## config.mk

```make
export PLATFORM = sky130hd
export DESIGN_NAME = wb_arbiter3
export DESIGN_NICKNAME = d
export VERILOG_FILES = /design/src/rtl/wb_arb_pkg.sv /design/src/rtl/mux3to1.sv /design/src/rtl/wb_arbiter3.sv
export SDC_FILE = /design/constraint.sdc
export NUM_CORES = 1
export LEC_CHECK = 0
export BUFFER_PORTS_ARGS = -buffer_cell sky130_fd_sc_hd__buf_4
export CAP_MARGIN = 20
export CORE_MARGIN = 1
export CORE_UTILIZATION = 43
export CTS_CLUSTER_SIZE = 8
export DETAILED_ROUTE_END_ITERATION = 16
export PLACE_DENSITY = 0.81
export SKIP_LAST_GASP = 1
export SLEW_MARGIN = 20
export SYNTH_ARGS = -nofsm -noshare
export SYNTH_HDL_FRONTEND = slang
export SYNTH_HIERARCHICAL = 1
export SYNTH_SLANG_ARGS = --single-unit
```

## constraint.sdc

```tcl
create_clock -name clk -period 2.9 [get_ports clk]
set_clock_uncertainty 0.2 [all_clocks]
set_input_delay 0.435 -clock clk [delete_from_list [all_inputs] [get_ports clk]]
set_output_delay 0.435 -clock clk [all_outputs]
set_load 0.005 [all_outputs]
```

## src/rtl/wb_arb_pkg.sv

```systemverilog
`default_nettype none
// ============================================================================
// Module   : wb_arb_pkg
// Purpose  : Shared requester indices, grant encoding and selection helpers
//            for the three-way writeback arbiter.
// Revision : 1.0 - initial release
// ============================================================================
package wb_arb_pkg;

    localparam int REQ_ALU    = 0;
    localparam int REQ_MEM    = 1;
    localparam int REQ_MULDIV = 2;

    localparam logic [1:0] SEL_A = 2'd0;
    localparam logic [1:0] SEL_B = 2'd1;
    localparam logic [1:0] SEL_C = 2'd2;

    typedef enum logic {
        ST_EMPTY = 1'b0,
        ST_FULL  = 1'b1
    } wb_state_e;

    function automatic logic [1:0] fixed_pick(input logic [2:0] v);
        if (v[REQ_ALU])      return SEL_A;
        else if (v[REQ_MEM]) return SEL_B;
        else                 return SEL_C;
    endfunction

    // Scans last+1, last+2, last+3 (mod 3); the first valid requester wins.
    function automatic logic [1:0] rr_pick(input logic [2:0] v, input logic [1:0] last);
        logic [1:0] idx;
        logic [1:0] pick;
        logic       found;
        idx   = last;
        pick  = SEL_A;
        found = 1'b0;
        for (int k = 0; k < 3; k++) begin
            idx = (idx == SEL_C) ? SEL_A : idx + 2'd1;
            if (!found && v[idx]) begin
                pick  = idx;
                found = 1'b1;
            end
        end
        return pick;
    endfunction

endpackage
`default_nettype wire

```

## src/rtl/mux3to1.sv

```systemverilog
`default_nettype none
// ============================================================================
// Module   : mux3to1
// Purpose  : 3-to-1 word selector (sel 0/1/2 -> d0/d1/d2, 3 -> zero).
// Revision : 1.0 - initial release
// ============================================================================
module mux3to1 #(
    parameter int WIDTH = 32
) (
    input  logic [1:0]       sel_i,
    input  logic [WIDTH-1:0] d0_i,
    input  logic [WIDTH-1:0] d1_i,
    input  logic [WIDTH-1:0] d2_i,
    output logic [WIDTH-1:0] y_o
);

    always_comb begin
        case (sel_i)
            2'd0:    y_o = d0_i;
            2'd1:    y_o = d1_i;
            2'd2:    y_o = d2_i;
            default: y_o = '0;
        endcase
    end

endmodule
`default_nettype wire

```

## src/rtl/wb_arbiter3.sv

```systemverilog
`default_nettype none
// ============================================================================
// Module   : wb_arbiter3
// Purpose  : Three-requester writeback arbiter with a one-entry output
//            register. Macro WB_ARB_RR_EN selects round-robin; otherwise A>B>C.
// Revision : 1.0 - initial release
// ============================================================================
module wb_arbiter3
    import wb_arb_pkg::*;
#(
    parameter int DATA_W = 32,
    parameter int ADDR_W = 5
) (
    input  logic              clk,
    input  logic              rst,
    input  logic [2:0]        req_valid,
    input  logic [DATA_W-1:0] req_data_a,
    input  logic [DATA_W-1:0] req_data_b,
    input  logic [DATA_W-1:0] req_data_c,
    input  logic [ADDR_W-1:0] req_rd_a,
    input  logic [ADDR_W-1:0] req_rd_b,
    input  logic [ADDR_W-1:0] req_rd_c,
    output logic [2:0]        req_ready,
    output logic [1:0]        grant_sel,
    output logic              wb_valid,
    input  logic              wb_ready,
    output logic [DATA_W-1:0] wb_data,
    output logic [ADDR_W-1:0] wb_rd
);

    wb_state_e         state_q;
    logic [DATA_W-1:0] wb_data_q;
    logic [ADDR_W-1:0] wb_rd_q;
    logic [1:0]        grant_q;
    logic [1:0]        grant_d;
    logic [1:0]        win_sel;
    logic              any_req;
    logic              can_accept;
    logic              xfer;
    logic [DATA_W-1:0] data_sel;
    logic [ADDR_W-1:0] rd_sel;

`ifdef WB_ARB_RR_EN
    logic [1:0]        last_grant_q;
    assign win_sel = rr_pick(req_valid, last_grant_q);
`else
    assign win_sel = fixed_pick(req_valid);
`endif

    assign any_req    = |req_valid;
    assign can_accept = (state_q == ST_EMPTY) || wb_ready;

    // With no request the grant display holds; reset forces it to A.
    always_comb begin
        grant_d = grant_q;
        if (any_req) begin
            grant_d = win_sel;
        end
        grant_sel = rst ? SEL_A : grant_d;
    end

    always_comb begin
        req_ready = 3'b000;
        if (!rst && any_req && can_accept) begin
            req_ready = 3'b001 << win_sel;
        end
    end

    assign xfer = |(req_valid & req_ready);

    mux3to1 #(
        .WIDTH (DATA_W)
    ) u_data_mux (
        .sel_i (grant_sel),
        .d0_i  (req_data_a),
        .d1_i  (req_data_b),
        .d2_i  (req_data_c),
        .y_o   (data_sel)
    );

    always_comb begin
        case (grant_sel)
            SEL_B:   rd_sel = req_rd_b;
            SEL_C:   rd_sel = req_rd_c;
            default: rd_sel = req_rd_a;
        endcase
    end

    always_ff @(posedge clk) begin
        if (rst) begin
            state_q      <= ST_EMPTY;
            wb_data_q    <= '0;
            wb_rd_q      <= '0;
            grant_q      <= SEL_A;
`ifdef WB_ARB_RR_EN
            last_grant_q <= SEL_C;
`endif
        end else begin
            grant_q <= grant_sel;
            if (xfer) begin
                state_q      <= ST_FULL;
                wb_data_q    <= data_sel;
                wb_rd_q      <= rd_sel;
`ifdef WB_ARB_RR_EN
                last_grant_q <= win_sel;
`endif
            end else if (state_q == ST_FULL && wb_ready) begin
                state_q <= ST_EMPTY;
            end
        end
    end

    assign wb_valid = (state_q == ST_FULL);
    assign wb_data  = wb_data_q;
    assign wb_rd    = wb_rd_q;

endmodule
`default_nettype wire

```

==> results_tabular.tex, run 1 <==
\begin{tabular}{lr}
\hline
Metric & Value \\
\hline
\multicolumn{2}{l}{\textbf{Synthesis}} \\
\quad Number of flops mapped to enable cells by yosys & 0 \\
\quad Top-count cell post-synth & sky130\_fd\_sc\_hd\_\_dfxtp\_1 \\
\quad Commonest register cell after synthesis & sky130\_fd\_sc\_hd\_\_dfxtp\_1 \\
\quad Cell variety after synth & 29 \\
\quad Mapped Area & 2560 µm² \\
\quad Commonest cells post-synth & 40 x sky130\_fd\_sc\_hd\_\_dfxtp\_1, 39 x sky130\_fd\_sc\_hd\_\_nor2b\_1, 32 x sky130\_fd\_sc\_hd\_\_mux2i\_1 \\
\quad Gate count after technology mapping & 234 \\
\quad Top cell type by total area after synthesis & sky130\_fd\_sc\_hd\_\_dfxtp\_1 \\
\quad Fraction of synthesized cell area taken by the top area cell type & 31.3\% \\
\quad Post-synthesis net count & 353 \\
\quad Number of synthesized register bits & 40 \\
\quad Async S/R FF share, synth & 0\% \\
\quad Average instance area after synthesis & 10.9 µm² \\
\quad Post-synthesis sequential area ratio & 31.3\% \\
\quad Number of warning messages in the yosys log & 6 \\
\quad Cells taking the most area after synthesis & sky130\_fd\_sc\_hd\_\_dfxtp\_1 31\%, sky130\_fd\_sc\_hd\_\_mux2i\_1 13\%, sky130\_fd\_sc\_hd\_\_mux2\_2 12\% \\
\multicolumn{2}{l}{\textbf{STA}} \\
\quad Slew @ Worst Pin & 0.910 ns \\
\quad Highest attainable clock frequency & 0.404 GHz \\
\quad Final setup fails & 0 \\
\quad Final Hold Viols & 0 \\
\quad Slew margin rel. & 39.2\% \\
\quad RSZ-0062 raised after global routing & false \\
\quad Final Hold Slack & 0.206 ns \\
\quad Shortest clock period the worst path allows after layout & 2.48 ns \\
\quad Portion of the clock cycle consumed by the worst path in the final layout & 85.4\% \\
\quad Number of max-slew violations in the final report & 0 \\
\quad Final-layout setup total negative slack & 0 ns \\
\multicolumn{2}{l}{\textbf{Routing}} \\
\quad Pre-Repair DR Iteration Count & 4 \\
\quad DRC viols & 0 \\
\quad Via count & 2311 \\
\quad ANT nets after route & 0 \\
\quad Violation count after the first detailed-route iteration & 46 \\
\quad Total wire length & 6.91 mm \\
\quad Vias per cell & 5.00 \\
\quad Wire length per cell & 14.9 µm \\
\multicolumn{2}{l}{\textbf{Global routing}} \\
\quad First-pass GRT wire length & 11.2 mm \\
\quad Pin count of the biggest net entering global routing & 33 \\
\quad Antenna violations before repair & 0 \\
\quad Global-route congestion overflow total & 0 \\
\quad Via count of the first global-routing pass & 2359 \\
\quad GRT Overall Usage & 22.8\% \\
\multicolumn{2}{l}{\textbf{Power and ir drop}} \\
\quad Final Total Pwr & 1.48 mW \\
\quad Fraction of power consumed by combinational cells & 31.1\% \\
\quad Peak supply drop & 0.248 mV \\
\quad Sw frac & 25.3\% \\
\quad Share of total power in sequential cells & 43.3\% \\
\quad Cell internal pwr & 1.10 mW \\
\quad Leakage power total & 1.72 nW \\
\quad Switching power & 373 µW \\
\quad Pwr dens & 384 nW/µm² \\
\quad Clock power frac & 25.6\% \\
\multicolumn{2}{l}{\textbf{Floorplan}} \\
\quad Initial core utilization & 45.6\% \\
\quad Core footprint & 5610 µm² \\
\quad Overall die height & 79.1 µm \\
\quad Die area & 6260 µm² \\
\quad I/O pin count & 160 \\
\quad Width of the chip & 79.1 µm \\
\quad Cell row count & 27 \\
\multicolumn{2}{l}{\textbf{Clock network}} \\
\quad Clock-pin slew on the worst setup and hold paths & 0.08 ns \\
\quad TritonCTS buffer count & 5 \\
\quad Clock Sink Count & 40 \\
\quad H-tree depth & 2 \\
\quad Library cell used as clock root buffer & sky130\_fd\_sc\_hd\_\_clkbuf\_8 \\
\quad Number of gates resized after cts & 0 \\
\quad TritonCTS clock tree & done \\
\quad Post-CTS setup buffer count & 0 \\
\quad Hold buffer count at cts & 0 \\
\quad Maximum clock path buffer count & 2 \\
\quad Clock latency reported for the late side of the worst-skew pair & 0.28 ns \\
\multicolumn{2}{l}{\textbf{Run status}} \\
\quad Result of the run & finished, final reports clean \\
\multicolumn{2}{l}{\textbf{Worst setup path}} \\
\quad Cell repeated most along the worst path & sky130\_fd\_sc\_hd\_\_buf\_4 \\
\quad Register-to-Register Path Depth & 6 \\
\quad Highest fanout seen on the critical path & 10 \\
\quad Type of the worst setup path & primary input to primary output \\
\quad CP Capture Type & primary output \\
\quad Crit-path cells & buf\_4, nor4\_2, buf\_4, buf\_4 \\
\quad CP max-delay cell & sky130\_fd\_sc\_hd\_\_nor4\_2 \\
\quad Data required time of the worst path & 2.27 ns \\
\quad Data arrival time of the worst path & 1.84 ns \\
\quad Critical Path Start Type & primary input \\
\quad Largest stage delay on the critical path & 0.78 ns \\
\multicolumn{2}{l}{\textbf{Final layout}} \\
\quad Post-layout net count & 508 \\
\quad Filler-free cell count of the finished design & 462 \\
\quad Final non-filler cell area & 3840 µm² \\
\quad Diode count & 0 \\
\quad Share of cells above drive strength 1 & 57.9\% \\
\quad Layout overhead on the synthesized area & 50.3\% \\
\multicolumn{2}{l}{\textbf{Placement}} \\
\quad Number of port buffers & 159 \\
\quad HPWL after detailed placement & 5.38 mm \\
\quad Post-Place Cell Area & 3750 µm² \\
\quad Cell count after placement & 454 \\
\quad Weighted congestion at the end of routability-driven global placement & 0.746 \\
\multicolumn{2}{l}{\textbf{Min path}} \\
\quad Worst hold path class & primary input to flip-flop \\
\quad Hold path cells & 2 \\
\multicolumn{2}{l}{\textbf{Job}} \\
\quad Reported max-cap violation count & 0 \\
\hline
\end{tabular}
==> cell type report <==
cell class	count	area, µm²
sequential	40	801
clock buffer	8	90.1
tap	72	90.1
multi-input combinational	171	1580
timing repair buffer	169	1270
inverter	2	7.51
fill	469	1770
==> registers in the layout (all words and copies together) (netlist names) <==
register and flops:
grant_q 2, wb_rd 5, wb_data 32, wb_valid 1
==> power by group through the flow <==
stage | Combinational (mW) | Sequential, mW | Clock [mW]
2_1_floorplan | 0.212 | 0.652 | 0
3_3_place_gp | 0.455 | 0.650 | 0
4_1_cts | 0.465 | 0.639 | 0.391
5_1_grt | 0.499 | 0.648 | 0.421
6_report | 0.459 | 0.639 | 0.378
3_5_place_dp | 0.464 | 0.651 | 0
==> path summary, 6_finish.rpt <==
check / start / slack, ns / endpoint
setup / recovery: req_valid[0] / 0.42 / grant_sel[1]
hold / removal: req_valid[1] / 0.21 / grant_q[1]
setup reg to reg: grant_q[1] / 0.57 / wb_data[1]
hold reg to reg: wb_valid / 0.35 / wb_valid
==> worst max-delay path, delay by kind of cell <==
family	cells	cell delay, ns
and+or+nand+nor	1	0.78
buffers and inverters	3	0.62
==> cell usage in the layout, fill, tap and decap left out, drive strengths merged <==
| cell | instances |
|---|---|
| a21oi | 1 |
| a22oi | 5 |
| and2 | 1 |
| and3 | 1 |
| buf | 169 |
| clkbuf | 8 |
| dfxtp | 40 |
| ha | 2 |
| inv | 2 |
| mux2 | 37 |
| mux2i | 32 |
| nand2 | 5 |
| nand2b | 1 |
| nor2 | 2 |
| nor2b | 40 |
| nor3 | 2 |
| nor3b | 1 |
| nor4 | 2 |
| o21a | 2 |
| o21ai | 5 |
| o2bb2ai | 32 |
==> per-layer routing <==
layer,share of wire (%),global-route usage [%],vias up
met5,0,0,-
li1,-,-,1158
met3,8.6,7.01,2
met1,40,25.4,1056
met4,0.38,4.73,0
met2,51,42.1,95
==> stage by stage <==
stage	setup WS [ns]	util, %
final	0.423	68.5
after global routing	0.344	68.5
after CTS	0.376	68.5
after detailed placement	0.229	66.9
after global placement	0.335	66.9
after floorplan	0.380	-
==> kinds of logic after synthesis <==
| kind of cell | Yosys count | synth area share (%) |
|---|---|---|
| buf+inv | 23 | 6.95 |
| mux | 69 | 30.0 |
| compound gates | 45 | 16.6 |
| fa+ha+maj | 2 | 0.979 |
| simple gates | 55 | 14.1 |
| flops | 40 | 31.3 |
No activity file was read; power rests on OpenSTA's default activity.
==> inputs of run 2 (changes only) <==
--- a/config.mk
+++ b/config.mk
@@ -5,7 +5,7 @@
 export SDC_FILE = /design/constraint.sdc
 export NUM_CORES = 1
 export LEC_CHECK = 0
-export BUFFER_PORTS_ARGS = -buffer_cell sky130_fd_sc_hd__buf_4
+export BUFFER_PORTS_ARGS = -buffer_cell sky130_fd_sc_hd__buf_2
 export CAP_MARGIN = 20
 export CORE_MARGIN = 1
 export CORE_UTILIZATION = 43
==> run 2 against run 1 <==
Global-route usage decreased by 2.6 points. Non-clock buffer count fell by 3. Die area unchanged. Setup slack better by 0.15 ns. Critical path depth up 3. Maximum frequency increased by 6.4%. Flip-flop and latch count unchanged. Wire length fell by 7.1%. Hold slack worse by 0.017 ns. First-iteration DRC count increased by 22%. Sequential power shrank 0.8%. Clock-buffer cell count unchanged.
==> results_tabular.tex, run 2 (same netlist as run 1, synthesis figures left out) <==
\begin{tabular}{lr}
\hline
Metric & Value \\
\hline
\multicolumn{2}{l}{\textbf{Run status}} \\
\quad Result of the run & finished, final reports clean \\
\multicolumn{2}{l}{\textbf{Final layout}} \\
\quad FILL cells & 494 \\
\quad Most used cells in the layout excluding fill and tap cells & 159 x sky130\_fd\_sc\_hd\_\_buf\_2, 40 x sky130\_fd\_sc\_hd\_\_dfxtp\_1, 39 x sky130\_fd\_sc\_hd\_\_nor2b\_1, 32 x sky130\_fd\_sc\_hd\_\_mux2i\_1, 28 x sky130\_fd\_sc\_hd\_\_mux2\_2 \\
\quad FF+latch area & 801 µm² \\
\quad Filler-free cell count of the finished design & 459 \\
\quad Max FFs per register & 32 \\
\quad Share of cells above drive strength 1 & 57.6\% \\
\quad Post-layout net count & 505 \\
\quad Layout overhead on the synthesized area & 34.3\% \\
\quad Commonest non-fill, non-tap cell in the layout & sky130\_fd\_sc\_hd\_\_buf\_2 \\
\quad Diode count & 0 \\
\quad Area occupied by multi-input gates & 1580 µm² \\
\multicolumn{2}{l}{\textbf{Routing}} \\
\quad Pre-Repair DR Iteration Count & 4 \\
\quad ANT nets after route & 0 \\
\quad Wire length per cell & 14.0 µm \\
\quad Violation count after the first detailed-route iteration & 56 \\
\quad DRC viols & 0 \\
\quad Via count & 2334 \\
\quad Total wire length & 6.42 mm \\
\quad Vias per cell & 5.08 \\
\multicolumn{2}{l}{\textbf{Placement}} \\
\quad Cell count after placement & 451 \\
\quad HPWL after detailed placement & 4.80 mm \\
\quad Weighted congestion at the end of routability-driven global placement & 0.740 \\
\quad Worst slack, placed & 0.312 ns \\
\quad Number of port buffers & 159 \\
\multicolumn{2}{l}{\textbf{Power and ir drop}} \\
\quad Leakage power total & 1.59 nW \\
\quad Final Total Pwr & 1.41 mW \\
\quad Peak supply drop & 0.175 mV \\
\quad Pwr dens & 409 nW/µm² \\
\multicolumn{2}{l}{\textbf{Clock network}} \\
\quad H-tree depth & 2 \\
\quad Maximum clock path buffer count & 2 \\
\quad TritonCTS buffer count & 5 \\
\quad Clock latency reported for the late side of the worst-skew pair & 0.29 ns \\
\quad Hold buffer count at cts & 0 \\
\quad Post-CTS setup buffer count & 0 \\
\quad Number of gates resized after cts & 0 \\
\quad TritonCTS clock tree & done \\
\quad Clock-pin slew on the worst setup and hold paths & 0.08 ns \\
\quad Clock Sink Count & 40 \\
\quad Library cell used as clock root buffer & sky130\_fd\_sc\_hd\_\_clkbuf\_8 \\
\multicolumn{2}{l}{\textbf{STA}} \\
\quad Highest attainable clock frequency & 0.430 GHz \\
\quad Final setup fails & 0 \\
\quad Slew @ Worst Pin & 0.923 ns \\
\quad Portion of the clock cycle consumed by the worst path in the final layout & 80.3\% \\
\quad Final-layout setup total negative slack & 0 ns \\
\quad Post-route setup slack & 0.572 ns \\
\quad Slew margin rel. & 38.4\% \\
\quad Shortest clock period the worst path allows after layout & 2.33 ns \\
\quad Number of max-slew violations in the final report & 0 \\
\quad RSZ-0062 raised after global routing & false \\
\quad Final Hold Viols & 0 \\
\multicolumn{2}{l}{\textbf{Global routing}} \\
\quad First-pass GRT wire length & 9.91 mm \\
\quad Via count of the first global-routing pass & 2189 \\
\quad Pin count of the biggest net entering global routing & 40 \\
\quad Antenna violations before repair & 0 \\
\quad GRT Overall Usage & 20.2\% \\
\quad Global-route congestion overflow total & 0 \\
\multicolumn{2}{l}{\textbf{Worst setup path}} \\
\quad Critical Path Start Type & primary input \\
\quad Data arrival time of the worst path & 2.31 ns \\
\quad Type of the worst setup path & primary input to flip-flop \\
\quad Data required time of the worst path & 2.88 ns \\
\quad Highest fanout seen on the critical path & 20 \\
\quad CP Capture Type & flip-flop \\
\multicolumn{2}{l}{\textbf{Floorplan}} \\
\quad Core footprint & 5610 µm² \\
\quad Width of the chip & 79.1 µm \\
\quad Cell row count & 27 \\
\quad Die area & 6260 µm² \\
\quad I/O pin count & 160 \\
\quad Overall die height & 79.1 µm \\
\quad Initial core utilization & 45.6\% \\
\multicolumn{2}{l}{\textbf{Min path}} \\
\quad Worst hold path class & primary input to flip-flop \\
\multicolumn{2}{l}{\textbf{Job}} \\
\quad Reported max-cap violation count & 0 \\
\hline
\end{tabular}
==> run 2: cell types whose count changed in the layout (fill, tap and decap cells not counted), sizes merged <==
cell  previous run  this run
buf            169       166
==> run 2: where the power goes <==
| part | leakage (nW) | switching (mW) | total (mW) | internal (mW) |
|---|---|---|---|---|
| clock network | 0.0455 | 0.193 | 0.388 | 0.194 |
| logic | 1.21 | 0.159 | 0.383 | 0.224 |
| registers | 0.333 | 0.0251 | 0.634 | 0.609 |
| total | 1.59 | 0.377 | 1.41 | 1.03 |
==> run 2: metrics by stage <==
| step | util (%) | hold slack, ns | area [µm²] |
|---|---|---|---|
| 2_1_floorplan | - | 0.287 | 2560 |
| 3_3_place_gp | 59.6 | 0.321 | 3340 |
| 3_5_place_dp | 59.6 | 0.333 | 3340 |
| 4_1_cts | 61.2 | 0.176 | 3430 |
| 5_1_grt | 61.2 | 0.182 | 3430 |
| 6_report | 61.2 | 0.188 | 3430 |
==> run 2: final timing paths <==
| path | start | end | slack, ns | cells past startpoint |
|---|---|---|---|---|
| max | req_valid[0] | wb_rd[4] | 0.57 | 7 |
| min | rst | grant_q[1] | 0.19 | 2 |
| max reg2reg | grant_q[1] | wb_rd[4] | 0.64 | 7 |
| min reg2reg | wb_valid | wb_valid | 0.34 | 2 |
==> run 2: critical path, stage by stage <==
cell	delay, ns
sky130_fd_sc_hd__buf_2	0.15
sky130_fd_sc_hd__nor4_2	0.45
sky130_fd_sc_hd__buf_12	0.24
sky130_fd_sc_hd__inv_1	0.07
sky130_fd_sc_hd__ha_1	0.45
sky130_fd_sc_hd__o21ai_0	0.20
sky130_fd_sc_hd__mux2_2	0.30
==> run 2: per-layer routing <==
metal | track usage (%) | up-vias | wire (µm)
li1 | - | 1156 | -
met1 | 23.8 | 1077 | 2750
met2 | 35.9 | 96 | 3110
met3 | 4.60 | 5 | 495
met4 | 6.00 | 0 | 60
met5 | 0 | - | 0
==> run 2: area by class of cell <==
type	count	area share, %
multi-input combinational	171	46.1
sequential	40	23.3
clock buffer	8	2.62
inverter	2	0.219
tap	72	2.62
timing repair buffer	166	25.1
